<file path="config.mk">
export PLATFORM = sky130hd
export DESIGN_NAME = multicycle_control
export DESIGN_NICKNAME = d
export VERILOG_FILES = /design/src/rtl/ctrl_pkg.sv /design/src/rtl/ctrl_wait_timer.sv /design/src/rtl/multicycle_control.sv
export SDC_FILE = /design/constraint.sdc
export NUM_CORES = 1
export LEC_CHECK = 0
export CAP_MARGIN = 25
export CELL_PAD_IN_SITES_DETAIL_PLACEMENT = 0
export CELL_PAD_IN_SITES_GLOBAL_PLACEMENT = 1
export CORE_MARGIN = 4
export CORE_UTILIZATION = 22
export DETAILED_ROUTE_END_ITERATION = 6
export GPL_ROUTABILITY_DRIVEN = 0
export PLACE_DENSITY_LB_ADDON = 0.08
export SETUP_SLACK_MARGIN = 0.05
export SLEW_MARGIN = 10
export SYNTH_ARGS = -nofsm -noshare
export SYNTH_HDL_FRONTEND = slang
export SYNTH_SLANG_ARGS = --single-unit
</file>
<file path="constraint.sdc">
create_clock -name clk -period 4.56 [get_ports clk]
set_input_delay 0.684 -clock clk [delete_from_list [all_inputs] [get_ports clk]]
set_output_delay 0.684 -clock clk [all_outputs]
set_load 0.01 [all_outputs]
</file>
<file path="src/rtl/ctrl_pkg.sv">
// ctrl_pkg: shared definitions for the multicycle sequencing controller.
//   - RV64 major opcodes recognised by the controller
//   - FSM state enumeration
//   - ALUOp encodings driven to the ALU control decoder
//   - trap_cause codes reported alongside the trap pulse
//   - is_known_op(): true for the opcodes the datapath can execute
package ctrl_pkg;

    localparam logic [6:0] OP_LOAD   = 7'b0000011;
    localparam logic [6:0] OP_STORE  = 7'b0100011;
    localparam logic [6:0] OP_RTYPE  = 7'b0110011;
    localparam logic [6:0] OP_ITYPE  = 7'b0010011;
    localparam logic [6:0] OP_BRANCH = 7'b1100011;

    typedef enum logic [2:0] {
        ST_IDLE   = 3'd0,
        ST_FETCH  = 3'd1,
        ST_DECODE = 3'd2,
        ST_EXEC   = 3'd3,
        ST_MEM    = 3'd4,
        ST_WB     = 3'd5,
        ST_TRAP   = 3'd6
    } ctrl_state_e;

    localparam logic [1:0] ALUOP_ADD    = 2'b00;
    localparam logic [1:0] ALUOP_BRANCH = 2'b01;
    localparam logic [1:0] ALUOP_RTYPE  = 2'b10;
    localparam logic [1:0] ALUOP_ITYPE  = 2'b11;

    localparam logic [1:0] CAUSE_NONE    = 2'b00;
    localparam logic [1:0] CAUSE_ILLEGAL = 2'b01;
    localparam logic [1:0] CAUSE_TIMEOUT = 2'b10;

    function automatic logic is_known_op(input logic [6:0] op);
        logic known;
        case (op)
            OP_LOAD, OP_STORE, OP_RTYPE, OP_ITYPE, OP_BRANCH: known = 1'b1;
            default:                                          known = 1'b0;
        endcase
        return known;
    endfunction

endpackage

</file>
<file path="src/rtl/ctrl_wait_timer.sv">
// ctrl_wait_timer: counts memory wait cycles and flags a bus timeout.
// Parameters:
//   TIMEOUT  wait limit in cycles; 0 disables expiry entirely
// Ports:
//   clk      clock
//   rst      synchronous active-high reset
//   clr      restart the count (priority over en)
//   en       a request is outstanding and not ready this cycle
//   expired  count has reached TIMEOUT
module ctrl_wait_timer #(
    parameter int TIMEOUT = 15
) (
    input  logic clk,
    input  logic rst,
    input  logic clr,
    input  logic en,
    output logic expired
);

    // A zero limit would give a zero-width counter; keep at least one bit.
    localparam int            CW     = (TIMEOUT < 1) ? 1 : $clog2(TIMEOUT + 1);
    localparam logic [CW-1:0] LIMIT  = CW'(TIMEOUT);
    localparam logic [CW-1:0] ONE    = CW'(1);
    localparam bit            TMO_ON = (TIMEOUT != 0);

    logic [CW-1:0] cnt_r;

    assign expired = TMO_ON && (cnt_r == LIMIT);

    // Wait counter: clear on state entry, saturate at the limit.
    always_ff @(posedge clk) begin
        if (rst) begin
            cnt_r <= {CW{1'b0}};
        end else if (clr) begin
            cnt_r <= {CW{1'b0}};
        end else if (en && TMO_ON && !expired) begin
            cnt_r <= cnt_r + ONE;
        end else begin
            cnt_r <= cnt_r;
        end
    end

endmodule

</file>
<file path="src/rtl/multicycle_control.sv">
// multicycle_control: sequencing FSM for the multicycle RV64 datapath.
// Walks each instruction through FETCH/DECODE/EXEC/MEM/WB, issuing the
// datapath strobes per state, with a req/ready memory handshake, a bus
// timeout and a trap state for illegal opcodes.
// Parameters:
//   TIMEOUT   max memory wait cycles (0 disables the timeout)
//   CNT_W     width of the performance counters
// Ports:
//   clk, rst            clock, synchronous active-high reset
//   opcode              IR[6:0], stable from DECODE until the next FETCH
//   mem_ready           memory completes the current request this cycle
//   mem_req             memory request, held until mem_ready
//   PCWrite, IRWrite    update PC / latch IR
//   RegWrite, ALUSrc, MemRead, MemWrite, MemtoReg, Branch  datapath strobes
//   ALUOp               00 add, 01 branch compare, 10 R-type, 11 I-type
//   trap, trap_cause    one-cycle trap pulse and its cause (01 illegal, 10 timeout)
//   instret, cycles     performance counters
// Configuration macro:
//   CTRL_PERF_EN        when defined, instret/cycles count; otherwise tied to 0
module multicycle_control
    import ctrl_pkg::*;
#(
    parameter int TIMEOUT = 15,
    parameter int CNT_W   = 64
) (
    input  logic             clk,
    input  logic             rst,
    input  logic [6:0]       opcode,
    input  logic             mem_ready,
    output logic             mem_req,
    output logic             PCWrite,
    output logic             IRWrite,
    output logic             RegWrite,
    output logic             ALUSrc,
    output logic             MemRead,
    output logic             MemWrite,
    output logic             MemtoReg,
    output logic             Branch,
    output logic [1:0]       ALUOp,
    output logic             trap,
    output logic [1:0]       trap_cause,
    output logic [CNT_W-1:0] instret,
    output logic [CNT_W-1:0] cycles
);

    ctrl_state_e state_r;
    ctrl_state_e state_next_s;
    logic [1:0]  cause_r;
    logic [1:0]  cause_next_s;
    logic        retire_s;
    logic        timer_clr_s;
    logic        timer_en_s;
    logic        timer_expired_s;

    // Every state change restarts the wait count, so FETCH and MEM always
    // begin their dwell at zero; only a self-loop keeps counting.
    assign timer_clr_s = (state_next_s != state_r);
    assign timer_en_s  = mem_req && !mem_ready;

    ctrl_wait_timer #(
        .TIMEOUT (TIMEOUT)
    ) u_wait_timer (
        .clk     (clk),
        .rst     (rst),
        .clr     (timer_clr_s),
        .en      (timer_en_s),
        .expired (timer_expired_s)
    );

    // State and latched trap cause.
    always_ff @(posedge clk) begin
        if (rst) begin
            state_r <= ST_IDLE;
            cause_r <= CAUSE_NONE;
        end else begin
            state_r <= state_next_s;
            cause_r <= cause_next_s;
        end
    end

    // Next-state logic and per-state datapath strobes.
    always_comb begin
        state_next_s = state_r;
        cause_next_s = cause_r;
        retire_s     = 1'b0;
        mem_req      = 1'b0;
        PCWrite      = 1'b0;
        IRWrite      = 1'b0;
        RegWrite     = 1'b0;
        ALUSrc       = 1'b0;
        MemRead      = 1'b0;
        MemWrite     = 1'b0;
        MemtoReg     = 1'b0;
        Branch       = 1'b0;
        ALUOp        = ALUOP_ADD;
        trap         = 1'b0;
        trap_cause   = CAUSE_NONE;

        case (state_r)
            ST_IDLE: begin
                state_next_s = ST_FETCH;
            end

            ST_FETCH: begin
                mem_req = 1'b1;
                MemRead = 1'b1;
                // A completing access wins over a simultaneous expiry.
                if (mem_ready) begin
                    IRWrite      = 1'b1;
                    PCWrite      = 1'b1;
                    state_next_s = ST_DECODE;
                end else if (timer_expired_s) begin
                    state_next_s = ST_TRAP;
                    cause_next_s = CAUSE_TIMEOUT;
                end else begin
                    state_next_s = ST_FETCH;
                end
            end

            ST_DECODE: begin
                if (is_known_op(opcode)) begin
                    state_next_s = ST_EXEC;
                end else begin
                    state_next_s = ST_TRAP;
                    cause_next_s = CAUSE_ILLEGAL;
                end
            end

            ST_EXEC: begin
                case (opcode)
                    OP_LOAD, OP_STORE: begin
                        ALUOp        = ALUOP_ADD;
                        ALUSrc       = 1'b1;
                        state_next_s = ST_MEM;
                    end
                    OP_RTYPE: begin
                        ALUOp        = ALUOP_RTYPE;
                        state_next_s = ST_WB;
                    end
                    OP_ITYPE: begin
                        ALUOp        = ALUOP_ITYPE;
                        ALUSrc       = 1'b1;
                        state_next_s = ST_WB;
                    end
                    OP_BRANCH: begin
                        // PC update is gated by the ALU zero flag outside.
                        ALUOp        = ALUOP_BRANCH;
                        Branch       = 1'b1;
                        retire_s     = 1'b1;
                        state_next_s = ST_FETCH;
                    end
                    default: begin
                        // Opcode changed after DECODE; treat as illegal.
                        state_next_s = ST_TRAP;
                        cause_next_s = CAUSE_ILLEGAL;
                    end
                endcase
            end

            ST_MEM: begin
                mem_req  = 1'b1;
                MemRead  = (opcode == OP_LOAD);
                MemWrite = (opcode != OP_LOAD);
                if (mem_ready) begin
                    if (opcode == OP_LOAD) begin
                        state_next_s = ST_WB;
                    end else begin
                        retire_s     = 1'b1;
                        state_next_s = ST_FETCH;
                    end
                end else if (timer_expired_s) begin
                    state_next_s = ST_TRAP;
                    cause_next_s = CAUSE_TIMEOUT;
                end else begin
                    state_next_s = ST_MEM;
                end
            end

            ST_WB: begin
                RegWrite     = 1'b1;
                MemtoReg     = (opcode == OP_LOAD);
                retire_s     = 1'b1;
                state_next_s = ST_FETCH;
            end

            ST_TRAP: begin
                // Datapath steers PC to the trap vector while trap is high.
                trap         = 1'b1;
                trap_cause   = cause_r;
                PCWrite      = 1'b1;
                cause_next_s = CAUSE_NONE;
                state_next_s = ST_FETCH;
            end

            default: begin
                state_next_s = ST_IDLE;
                cause_next_s = CAUSE_NONE;
            end
        endcase
    end

`ifdef CTRL_PERF_EN
    localparam logic [CNT_W-1:0] CNT_ONE = CNT_W'(1);

    logic [CNT_W-1:0] instret_r;
    logic [CNT_W-1:0] cycles_r;

    // Free-running cycle count and retired-instruction count, both wrapping.
    always_ff @(posedge clk) begin
        if (rst) begin
            cycles_r  <= {CNT_W{1'b0}};
            instret_r <= {CNT_W{1'b0}};
        end else begin
            cycles_r <= cycles_r + CNT_ONE;
            if (retire_s) begin
                instret_r <= instret_r + CNT_ONE;
            end else begin
                instret_r <= instret_r;
            end
        end
    end

    assign instret = instret_r;
    assign cycles  = cycles_r;
`else
    logic perf_unused_s;

    assign perf_unused_s = retire_s;
    assign instret       = {CNT_W{1'b0}};
    assign cycles        = {CNT_W{1'b0}};
`endif

endmodule

</file>
==> PnR_summary.wiki <==
{| class="wikitable"
! Metric !! Value
|-
| Outcome || completed
|-
| Number of antenna cells inserted || 0
|-
| Yosys warning total || 0
|-
| Fraction of registers with async set or reset after synthesis || 0
|-
| Max-cap violation count || 0
|-
| Number of vias after detailed routing || 1109
|-
| Standard cell area after detailed placement || 1526 um^2
|-
| Wire length per cell after detailed routing || 8.916 um
|-
| Met2 WL post-DR || 1473 um
|-
| Leakage power || 0.7547 nW
|-
| Top post-synthesis cells by area || sky130_fd_sc_hd__buf_4, sky130_fd_sc_hd__dfxtp_1, sky130_fd_sc_hd__nor2_1
|-
| Unique masters post-synth || 45
|-
| Number of iterations in the first detailed-routing pass || 4
|-
| Met3 WL post-DR || 422 um
|-
| Met1 WL || 1137 um
|-
| DRT antenna net count || 0
|-
| Number of antenna violations at the first check in global routing || 0
|-
| Critical path cell sequence || clkdlybuf4s50_1, and4bb_2, nand3_1, a211oi_1, clkdlybuf4s50_1
|-
| Detailed Place HPWL || 2616 um
|-
| H-tree level count || 1
|-
| Max stage delay on crit path || 0.58 ns
|-
| Min-Delay Path Depth || 2
|-
| # clock sinks || 9
|-
| Cell type with the highest occurrence count on the critical path || sky130_fd_sc_hd__clkdlybuf4s50_1
|-
| Worst r2r src || state_r[1]$_SDFF_PP0_
|-
| Average cell area after synthesis || 7.586 um^2
|-
| Kind of path behind the tightest hold check || reg2reg
|-
| Resize count post-CTS || 0
|-
| Cell Rows || 31
|-
| Power density over cell area || 270.2 nW/um^2
|-
| Final Slew Violations || 0
|-
| Share of synthesized area occupied by flip-flops and latches || 0.1065
|-
| Number of DRC markers in iteration 0 || 62
|-
| Fraction of the cycle the final worst path needs || 0.6824
|-
| Fraction of synthesized cell area taken by the top area cell type || 0.5725
|-
| Remaining DRCs || 0
|-
| Number of synthesized flops with an enable pin || 0
|-
| Clock Latency Late Sink || 0.23 ns
|-
| Non-filler cells, final || 344
|-
| Crit path launch || opcode[2]
|-
| Share of final-layout standard cells stronger than drive strength 1 || 0.06531
|-
| Final instance area || 1572 um^2
|-
| Fill cell total of the finished layout || 831
|-
| Core area || 7370 um^2
|-
| Initial standard-cell utilization of the core || 0.2295
|-
| Critical path's slowest cell || sky130_fd_sc_hd__clkdlybuf4s50_1
|-
| Post-DR vias/cell || 3.224
|-
| Synthesized instance count || 223
|-
| Area Growth Syn to Fin || -7.100%
|-
| Total setup buffers inserted after CTS || 0
|-
| Type of destination of the critical path || primary output
|-
| Final net count || 257
|-
| Crit path kind || in2out
|-
| Final core occ || 0.2132
|-
| GRT Overall Usage || 0.05489
|-
| Chip width || 95.69 um
|-
| Crit path arrival time || 2.43 ns
|-
| Shortest period the worst path allows || 3.112 ns
|-
| Endpoint, Worst Hold || cause_r[1]$_SDFFE_PP0P_
|-
| Hold-fix buffers, CTS || 0
|-
| Clock slew at reported path FFs || 0.05 ns
|-
| Global-route wire length before repair || 4015 um
|-
| Number of top-level pins || 152
|-
| Setup repair after global routing missed its margin || false
|-
| Type of origin of the critical path || input pin
|-
| Largest driver fanout on the critical path || 6
|-
| Number of clock buffers inserted by TritonCTS || 3
|-
| CTS tree || built
|-
| Maximum ir drop on the vdd rail || 0.08116 mV
|-
| Pin count of the biggest net entering global routing || 15
|-
| Port bufs || 23
|-
| Launch instance of the worst min-delay path || cause_r[1]$_SDFFE_PP0P_
|-
| Maximum clock frequency || 0.3214 GHz
|-
| Highest layer used for signal routing || met4
|-
| Clock Tree Buf Depth || 2
|-
| Depth of the worst register-to-register path || 6
|-
| Root Driver || sky130_fd_sc_hd__clkbuf_8
|-
| Primary flip-flop cell chosen by synthesis mapping || sky130_fd_sc_hd__dfxtp_1
|-
| #FFs+latches synth || 9
|-
| Worst flop-to-flop path endpoint || u_wait_timer.cnt_r[0]$_SDFFE_PP0P_
|-
| Netlist area before placement || 1692 um^2
|-
| Total negative slack || 0 ns
|-
| Final setup violation count || 0
|-
| Synth top cells by count || sky130_fd_sc_hd__buf_4, sky130_fd_sc_hd__nor2_1, sky130_fd_sc_hd__dfxtp_1, sky130_fd_sc_hd__a21oi_1, sky130_fd_sc_hd__nand2_1
|-
| Critical path required time || 3.88 ns
|-
| Final hold vios || 0
|-
| Post-placement cell count || 340
|-
| Synth area leader || sky130_fd_sc_hd__buf_4
|-
| Flop2flop setup slack || 2.71 ns
|-
| Die area || 9157 um^2
|-
| Layout Skew || 0.007100 ns
|-
| Vias in the first global route || 851
|-
| Die extent in y || 95.69 um
|-
| DRT Wirelength || 3067 um
|-
| Residual overflow from global routing || 0
|-
| Count leader, synth || sky130_fd_sc_hd__buf_4
|}
## power by group
group          total, mW  switching [mW]  internal [mW]
Clock             0.0948          0.0336         0.0611
Sequential         0.115          0.0269         0.0884
Combinational      0.215           0.135         0.0797
## state kept, by name, summed over array words and instances, names as in the netlist
signal and cells:
cause_r 2, u_wait_timer.cnt_r 4, state_r 3
## how the worst max path moves through the flow
stage | end | slack, ns | cells after the start
after detailed placement | ALUSrc | 1.44 | 5
final | ALUSrc | 1.45 | 5
after floorplan | ALUSrc | 2.37 | 3
after global routing | ALUSrc | 1.35 | 5
after CTS | ALUSrc | 1.44 | 5
after global placement | ALUOp[0] | 1.44 | 6
## per-layer routing
metal / global-route usage / up-vias
met5: 0 / -
met4: 0.02844 / 0
met3: 0.006255 / 2
met2: 0.08859 / 92
met1: 0.07163 / 495
li1: - / 520
## layout make-up
cell class | instances | area, um^2 | area share
clock buffers | 4 | 45.04 | 0.02866
inverters | 3 | 11.26 | 0.007166
multi-input cells | 205 | 973.4 | 0.6194
flip-flops and latches | 9 | 180.2 | 0.1146
well taps | 99 | 123.9 | 0.07882
repair buffers | 24 | 237.7 | 0.1513
## logic make-up (layout without fill, tap and decap cells)
group           count (synthesis)  count (layout)  synth area share
compound gates                 29              29            0.1294
xor+xnor                        4               4           0.02071
fa+ha+maj                       1               1          0.007395
buf+inv                       136              31            0.5999
flops                           9               9            0.1065
mux                             1               1          0.005917
other cells                     1             128          0.002217
simple gates                   42              42            0.1280
## through the flow
| stage | hold WS, ns | power [mW] | setup WS, ns |
|---|---|---|---|
| after global placement | 0.4909 | 0.3393 | 1.438 |
| final | 0.4937 | 0.4246 | 1.448 |
| after floorplan | 0.4571 | 0.3575 | 2.370 |
| after CTS | 0.5000 | 0.4266 | 1.438 |
| after detailed placement | 0.4880 | 0.3296 | 1.436 |
| after global routing | 0.5615 | 0.4620 | 1.345 |
## placed cells by master (no fill, tap or decap), types with 2 or more instances in the layout
cell type / Yosys / routed
sky130_fd_sc_hd__nand4_1: 2 / 2
sky130_fd_sc_hd__clkbuf_8: 1 / 3
sky130_fd_sc_hd__a31o_2: 2 / 2
sky130_fd_sc_hd__a31oi_1: 2 / 2
sky130_fd_sc_hd__nor3_2: 2 / 2
sky130_fd_sc_hd__clkdlybuf4s50_1: 0 / 23
sky130_fd_sc_hd__nand3_1: 3 / 3
sky130_fd_sc_hd__o211ai_1: 2 / 2
sky130_fd_sc_hd__o21ai_0: 2 / 2
sky130_fd_sc_hd__xor2_1: 2 / 2
sky130_fd_sc_hd__dfxtp_1: 9 / 9
sky130_fd_sc_hd__a21oi_1: 7 / 7
sky130_fd_sc_hd__and3_1: 3 / 3
sky130_fd_sc_hd__inv_1: 2 / 2
sky130_fd_sc_hd__nor2_1: 17 / 17
sky130_fd_sc_hd__nand2_1: 7 / 7
sky130_fd_sc_hd__xnor2_1: 2 / 2
sky130_fd_sc_hd__conb_1: 1 / 128
## critical path: cells and delay by family
kind / cells / cell delay, ns
buf+inv: 2 / 0.97
compound gates: 1 / 0.23
simple gates: 2 / 0.55
No activity file was read; power rests on OpenSTA's default activity.
